<file path="config.mk">
export PLATFORM = sky130hd
export DESIGN_NAME = ps2_led_ctrl
export DESIGN_NICKNAME = d
export VERILOG_FILES = /design/src/rtl/ps2_pkg.sv /design/src/rtl/ps2_host_tx.sv /design/src/rtl/ps2_led_ctrl.sv
export SDC_FILE = /design/constraint.sdc
export NUM_CORES = 1
export LEC_CHECK = 0
export BUFFER_PORTS_ARGS = -buffer_cell sky130_fd_sc_hd__buf_2
export CORE_UTILIZATION = 50
export DETAILED_ROUTE_END_ITERATION = 7
export PLACE_DENSITY = 0.76
export SYNTH_ARGS = -nofsm -noshare
export SYNTH_HDL_FRONTEND = slang
export SYNTH_SLANG_ARGS = --single-unit
</file>
<file path="constraint.sdc">
create_clock -name clk -period 2.2 [get_ports clk]
set_input_delay 0.33 -clock clk [delete_from_list [all_inputs] [get_ports clk]]
set_output_delay 0.33 -clock clk [all_outputs]
set_load 0.01 [all_outputs]
</file>
<file path="src/rtl/ps2_pkg.sv">
// Shared constants, LED bit layout and controller state encoding for the
// PS/2 keyboard LED command path.
package ps2_pkg;

  localparam logic [7:0] CMD_SET_LED = 8'hED;
  localparam logic [7:0] RSP_ACK     = 8'hFA;
  localparam logic [7:0] RSP_RESEND  = 8'hFE;

  localparam int unsigned LED_SCROLL_BIT = 0;
  localparam int unsigned LED_NUM_BIT    = 1;
  localparam int unsigned LED_CAPS_BIT   = 2;

  typedef enum logic [1:0] {
    ST_IDLE      = 2'd0,
    ST_INHIBIT   = 2'd1,
    ST_TX        = 2'd2,
    ST_WAIT_RESP = 2'd3
  } state_e;

  // LED argument byte of the Set-LEDs command: upper five bits always zero.
  function automatic logic [7:0] led_byte(input logic [2:0] leds);
    return {5'b0_0000, leds};
  endfunction

endpackage

</file>
<file path="src/rtl/ps2_host_tx.sv">
// Host-to-device PS/2 byte transmitter: clocked by the device's ps2_clk
// falling edges after the controller has issued the start bit.
module ps2_host_tx
  import ps2_pkg::*;
(
  input  logic       clk,
  input  logic       clr,
  input  logic       start,
  input  logic       abort,
  input  logic [7:0] tx_byte,
  input  logic       ps2_clk_in,
  input  logic       ps2_data_in,
  output logic       data_oe,
  output logic       done,
  output logic       ack_ok
);

  logic [2:0] clk_sync_q, clk_sync_d;
  logic [1:0] dat_sync_q, dat_sync_d;
  logic       active_q, active_d;
  logic [3:0] edge_cnt_q, edge_cnt_d;
  logic [7:0] shift_q, shift_d;
  logic       parity_q, parity_d;
  logic       data_oe_q, data_oe_d;
  logic       done_q, done_d;
  logic       ack_ok_q, ack_ok_d;
  logic       clk_fall;

  // Falling edge of the synchronized ps2_clk; data sampled at matching depth.
  assign clk_fall = clk_sync_q[2] & ~clk_sync_q[1];

  // Frame sequencing: start bit on start, then one action per device clock edge.
  always_comb begin
    clk_sync_d = {clk_sync_q[1:0], ps2_clk_in};
    dat_sync_d = {dat_sync_q[0], ps2_data_in};
    active_d   = active_q;
    edge_cnt_d = edge_cnt_q;
    shift_d    = shift_q;
    parity_d   = parity_q;
    data_oe_d  = data_oe_q;
    done_d     = 1'b0;
    ack_ok_d   = ack_ok_q;
    if (abort) begin
      active_d  = 1'b0;
      data_oe_d = 1'b0;
    end else if (start) begin
      active_d   = 1'b1;
      edge_cnt_d = '0;
      shift_d    = tx_byte;
      parity_d   = ~^tx_byte;
      data_oe_d  = 1'b1;
      ack_ok_d   = 1'b0;
    end else if (active_q && clk_fall) begin
      edge_cnt_d = edge_cnt_q + 4'd1;
      if (edge_cnt_q < 4'd8) begin
        data_oe_d = ~shift_q[0];
        shift_d   = {1'b0, shift_q[7:1]};
      end else if (edge_cnt_q == 4'd8) begin
        data_oe_d = ~parity_q;
      end else if (edge_cnt_q == 4'd9) begin
        data_oe_d = 1'b0;
      end else begin
        active_d  = 1'b0;
        data_oe_d = 1'b0;
        done_d    = 1'b1;
        ack_ok_d  = ~dat_sync_q[1];
      end
    end
  end

  // State registers; synchronizers reset to the idle-high line level.
  always_ff @(posedge clk or posedge clr) begin
    if (clr) begin
      clk_sync_q <= '1;
      dat_sync_q <= '1;
      active_q   <= 1'b0;
      edge_cnt_q <= '0;
      shift_q    <= '0;
      parity_q   <= 1'b0;
      data_oe_q  <= 1'b0;
      done_q     <= 1'b0;
      ack_ok_q   <= 1'b0;
    end else begin
      clk_sync_q <= clk_sync_d;
      dat_sync_q <= dat_sync_d;
      active_q   <= active_d;
      edge_cnt_q <= edge_cnt_d;
      shift_q    <= shift_d;
      parity_q   <= parity_d;
      data_oe_q  <= data_oe_d;
      done_q     <= done_d;
      ack_ok_q   <= ack_ok_d;
    end
  end

  assign data_oe = data_oe_q;
  assign done    = done_q;
  assign ack_ok  = ack_ok_q;

endmodule

</file>
<file path="src/rtl/ps2_led_ctrl.sv">
// Set-LEDs command sequencer: sends 0xED plus the LED byte whenever the lock
// LED request changes, checks ACK/RESEND replies and owns the receive FIFO
// while the command is in flight.
module ps2_led_ctrl
  import ps2_pkg::*;
#(
  parameter int unsigned CLK_HZ      = 50_000_000,
  parameter int unsigned INHIBIT_CYC = 5000,
  parameter int unsigned TIMEOUT_CYC = 750000,
  parameter int unsigned MAX_RETRY   = 3
) (
  input  logic       clk,
  input  logic       clr,
  input  logic       ps2_clk_in,
  input  logic       ps2_data_in,
  output logic       ps2_clk_oe,
  output logic       ps2_data_oe,
  input  logic       led_caps,
  input  logic       led_num,
  input  logic       led_scroll,
  input  logic       rx_ready,
  input  logic [7:0] rx_data,
  output logic       rx_pop,
  output logic       rx_hold,
  output logic       rx_mask,
  output logic       busy,
  output logic       err
);

  // Inhibit counter is wide enough for the 100 us minimum at CLK_HZ as well.
  localparam int unsigned MIN_INHIBIT = CLK_HZ / 10_000;
  localparam int unsigned INH_MAX     = (INHIBIT_CYC > MIN_INHIBIT) ? INHIBIT_CYC : MIN_INHIBIT;
  localparam int unsigned INH_W       = $clog2(INH_MAX + 1);
  localparam int unsigned WD_W        = $clog2(TIMEOUT_CYC + 1);
  localparam int unsigned RT_W        = $clog2(MAX_RETRY + 1);

  state_e            state_q, state_d;
  logic [2:0]        sent_q, sent_d;
  logic [2:0]        snap_q, snap_d;
  logic              byte_idx_q, byte_idx_d;
  logic [RT_W-1:0]   retry_q, retry_d;
  logic [INH_W-1:0]  inh_q, inh_d;
  logic [WD_W-1:0]   wd_q, wd_d;
  logic              err_q, err_d;
  logic              clk_oe_q, clk_oe_d;
  logic              pop_q;
  logic [2:0]        req;
  logic              wd_expired;
  logic              fail;
  logic              tx_start;
  logic [7:0]        tx_byte;
  logic              tx_done;
  logic              tx_ack_ok;

  assign wd_expired = (wd_q == WD_W'(TIMEOUT_CYC - 1));
  assign tx_byte    = byte_idx_q ? led_byte(snap_q) : CMD_SET_LED;

  // Requested LED vector in the command's bit layout.
  always_comb begin
    req                 = '0;
    req[LED_CAPS_BIT]   = led_caps;
    req[LED_NUM_BIT]    = led_num;
    req[LED_SCROLL_BIT] = led_scroll;
  end

  // Next-state, counters and FIFO arbitration.
  always_comb begin
    state_d    = state_q;
    sent_d     = sent_q;
    snap_d     = snap_q;
    byte_idx_d = byte_idx_q;
    retry_d    = retry_q;
    inh_d      = inh_q;
    wd_d       = wd_q;
    err_d      = err_q;
    rx_pop     = 1'b0;
    tx_start   = 1'b0;
    fail       = 1'b0;
    unique case (state_q)
      ST_IDLE: begin
        if (req != sent_q) begin
          snap_d     = req;
          byte_idx_d = 1'b0;
          retry_d    = '0;
          inh_d      = '0;
          wd_d       = '0;
          state_d    = ST_INHIBIT;
        end
      end
      ST_INHIBIT: begin
        wd_d = wd_q + 1'b1;
        if (inh_q == INH_W'(INHIBIT_CYC - 1)) begin
          tx_start = 1'b1;
          state_d  = ST_TX;
        end else begin
          inh_d = inh_q + 1'b1;
        end
      end
      ST_TX: begin
        wd_d = wd_q + 1'b1;
        if (tx_done) begin
          if (tx_ack_ok) state_d = ST_WAIT_RESP;
          else           fail    = 1'b1;
        end else if (wd_expired) begin
          fail = 1'b1;
        end
      end
      ST_WAIT_RESP: begin
        wd_d = wd_q + 1'b1;
        // A waiting byte takes priority over a same-cycle watchdog expiry.
        if (rx_ready && !pop_q) begin
          rx_pop = 1'b1;
          if (rx_data == RSP_ACK) begin
            if (!byte_idx_q) begin
              byte_idx_d = 1'b1;
              retry_d    = '0;
              inh_d      = '0;
              wd_d       = '0;
              state_d    = ST_INHIBIT;
            end else begin
              sent_d  = snap_q;
              err_d   = 1'b0;
              state_d = ST_IDLE;
            end
          end else if (rx_data == RSP_RESEND) begin
            fail = 1'b1;
          end
        end else if (wd_expired) begin
          fail = 1'b1;
        end
      end
      default: state_d = ST_IDLE;
    endcase
    // Retry or give up; giving up commits the snapshot so it is not resent forever.
    if (fail) begin
      if (retry_q == RT_W'(MAX_RETRY - 1)) begin
        err_d   = 1'b1;
        sent_d  = snap_q;
        state_d = ST_IDLE;
      end else begin
        retry_d = retry_q + 1'b1;
        inh_d   = '0;
        wd_d    = '0;
        state_d = ST_INHIBIT;
      end
    end
    clk_oe_d = (state_d == ST_INHIBIT);
  end

  // Controller registers.
  always_ff @(posedge clk or posedge clr) begin
    if (clr) begin
      state_q    <= ST_IDLE;
      sent_q     <= '0;
      snap_q     <= '0;
      byte_idx_q <= 1'b0;
      retry_q    <= '0;
      inh_q      <= '0;
      wd_q       <= '0;
      err_q      <= 1'b0;
      clk_oe_q   <= 1'b0;
      pop_q      <= 1'b0;
    end else begin
      state_q    <= state_d;
      sent_q     <= sent_d;
      snap_q     <= snap_d;
      byte_idx_q <= byte_idx_d;
      retry_q    <= retry_d;
      inh_q      <= inh_d;
      wd_q       <= wd_d;
      err_q      <= err_d;
      clk_oe_q   <= clk_oe_d;
      pop_q      <= rx_pop;
    end
  end

  ps2_host_tx u_tx (
    .clk         (clk),
    .clr         (clr),
    .start       (tx_start),
    .abort       (fail),
    .tx_byte     (tx_byte),
    .ps2_clk_in  (ps2_clk_in),
    .ps2_data_in (ps2_data_in),
    .data_oe     (ps2_data_oe),
    .done        (tx_done),
    .ack_ok      (tx_ack_ok)
  );

  assign ps2_clk_oe = clk_oe_q;
  assign busy       = (state_q != ST_IDLE);
  assign rx_hold    = busy;
  assign rx_mask    = (state_q == ST_INHIBIT) || (state_q == ST_TX);
  assign err        = err_q;

endmodule

</file>
==> out/metrics.yaml <==
placed_design:
  gp_congestion: 0.8824
  port_buffers: 22
  dpl.hpwl_um: 6201
  place_ws_ns: 0.02254
global_route:
  met3_usage: 0.05448
  grt_use_total: 0.2527
  grt_pass1_wl_um: 15100
  gr-total-overflow: 0
  use_met1: 0.3355
  grt_max_degree: 70
  antenna_found_initial: 0
  grt_pass1_vias: 3106
  busiest_layer: "met2"
  globalRouteMet2Util: 0.4053
die:
  die_y_um: 89.15
  core_area_um2: 7292
  dieArea_um2: 7948
  rows: 31
  die_w_um: 89.15
  initial_utilization: 0.5208
  ios: 23
finish:
  final_common_cell: "dfrtp_1"
  mostFrequentLayoutCells: "62 x dfrtp_1, 39 x buf_4, 38 x nand2_1, 33 x nor2_1, 26 x a21oi_1"
  drive_gt1_frac: 0.3004
  final_nets: 476
  num_antenna_cells: 0
  area_growth_pct: 25.77
  utilization: 0.6549
synth:
  async_flop_share: 1.000
  syn_area_um2: 3797
  ys_ff_latch: 69
  synth_cell_types: 62
  yosysSeqAreaShare: 0.4563
  synth_edf_count: 0
  syn_nets: 415
  syn_inst: 390
  ys.flop_type: "dfrtp_1"
  ys_warn_count: 0
  syn_area_per_cell_um2: 9.737
worst_setup_path:
  worst_setup_path_end_kind: "flop"
  cp-start-kind: "flop"
  required_ns: 2.42
  rrSetupSlack_ns: -0.02
  worstPathMaxFanout: 8
  setup.worst_path.class: "reg -> reg"
  arrival_ns: 2.43
sta:
  fin_crit_sh: 1.007
  fmax_mhz: 451.4
  final-setup-viol-count: 12
  rsz0062_at_grt: "yes"
  final.setup.tns_ns: -0.08127
  slew_violations: 0
  fin_worst_skew_ns: 0.009363
  worst_pin_slew_ns: 0.6136
  timing.slew.headroom: 0.5874
  post-route-min-period_ns: 2.215
  hold-worst-slack_ns: 0.04834
  finalHoldViolCount: 0
  setup_ws_ns: -0.01543
clocking:
  clockBufferDepth: 2
  cts_tree: "yes"
  cts_root_buf: "clkbuf_8"
  cts_hold_buf: 0
  path_clk_slew_ns: 0.08
  cts.sink_count: 69
  numCtsBuffers: 9
  clk_latency_ns: 0.35
  cts-htree-levels: 3
run:
  maxCapViolations: 0
status:
  violations: "negative setup slack"
  status: "finished, violations left"
detailed_routing:
  num_vias: 3488
  drt-vias-per-instance: 6.285
  wirelength_um: 9930
  avgRoutedWirePerCell_um: 17.89
  drt_iter0_drc: 347
  drtAntennaViolNets: 0
  dr.pass1.iters: 5
  drc: 0
min_path:
  hp-class: "in -> async"
pwr:
  p_per_area_nw_per_um2: 1001
  total_power_mw: 4.778
  leakage_nw: 2.102
  ir_drop_mv: 0.5093
-- per-stage QoR --
step / instance area (um^2) / cells
6_report: 4776 / 555
3_5_place_dp: 4247 / 532
5_1_grt: 4776 / 555
4_1_cts: 4548 / 548
3_3_place_gp: 4247 / 532
2_1_floorplan: 3797 / 390
-- synth_stat cells, drive strengths merged, types with 10 or more instances --
cell type   n  area [um^2]
a21oi      27        146.4
mux2       11        138.9
inv        18        67.56
buf        10        81.33
nand2      40        155.1
nand3      13        65.06
nor2       33        123.9
nor3       14        86.34
dfrtp      64         1602
a311oi     19        172.7
o21ai      22        113.9
-- final timing paths --
path,start,depth (start not counted),endpoint
min reg2reg,u_tx.clk_sync_q[0],0,u_tx.clk_sync_q[1]
min,clr,3,byte_idx_q
max,wd_q[17],8,inh_q[3]
max reg2reg,wd_q[17],8,inh_q[3]
min in group clk,ps2_clk_in,1,u_tx.clk_sync_q[0]
max in group asynchronous,clr,3,u_tx.dat_sync_q[0]
-- logic make-up (layout without fill, tap and decap cells) --
logic type / count (synthesis) / count (layout) / share of synthesized area
AO/OA/AOI/OAI: 112 / 112 / 0.2092
buffers and inverters: 35 / 101 / 0.04613
AND/OR/NAND/NOR: 145 / 145 / 0.2000
XOR/XNOR: 5 / 5 / 0.01153
flip-flops: 69 / 69 / 0.4563
adder cells (fa/ha/maj): 9 / 9 / 0.02965
multiplexers: 15 / 15 / 0.04712
-- metal layers --
layer | vias up | wire length (um)
met3 | 27 | 575
met4 | 0 | 265
met2 | 136 | 4677
met5 | - | 0
met1 | 1738 | 4410
li1 | 1587 | -
-- flip-flops by register name (all words and copies together) (netlist names), 2 cells and up --
register         cells
inh_q               13
retry_q              2
sent_q               3
snap_q               3
state_q              2
u_tx.clk_sync_q      3
u_tx.dat_sync_q      2
u_tx.edge_cnt_q      4
u_tx.shift_q         8
wd_q                20
-- final cells by class --
cell class                      count  area, um^2
Tap cell                           99       123.9
Clock inverter                      6       133.9
Timing Repair Buffer               67       524.3
Fill cell                         579        2516
Clock buffer                       10       137.6
Sequential cell                    69        1735
Multi-Input combinational cell    286        2053
Inverter                           18       67.56
-- power breakdown --
group,internal (mW),leakage [nW],switching (mW)
Clock,0.899,0.136,0.498
Sequential,1.53,0.908,0.267
Combinational,0.682,1.06,0.901
-- critical path, stage by stage, from the launching register on --
cell       delay, ns
dfrtp_1         0.41
nand2_2         0.09
or4b_4          0.52
nor3_4          0.18
a311oi_2        0.09
buf_4           0.19
a21oi_4         0.30
clkbuf_16       0.24
a311oi_1        0.05
-- repair_timing --
| action | in CTS | in global routing |
|---|---|---|
| resized for setup | 5 | 26 |
| pin swaps | 0 | 11 |
| setup buffers | 0 | 4 |
| setup endpoints to repair | 4 | 34 |
| gates cloned | 0 | 3 |
No activity file was read; power rests on OpenSTA's default activity.
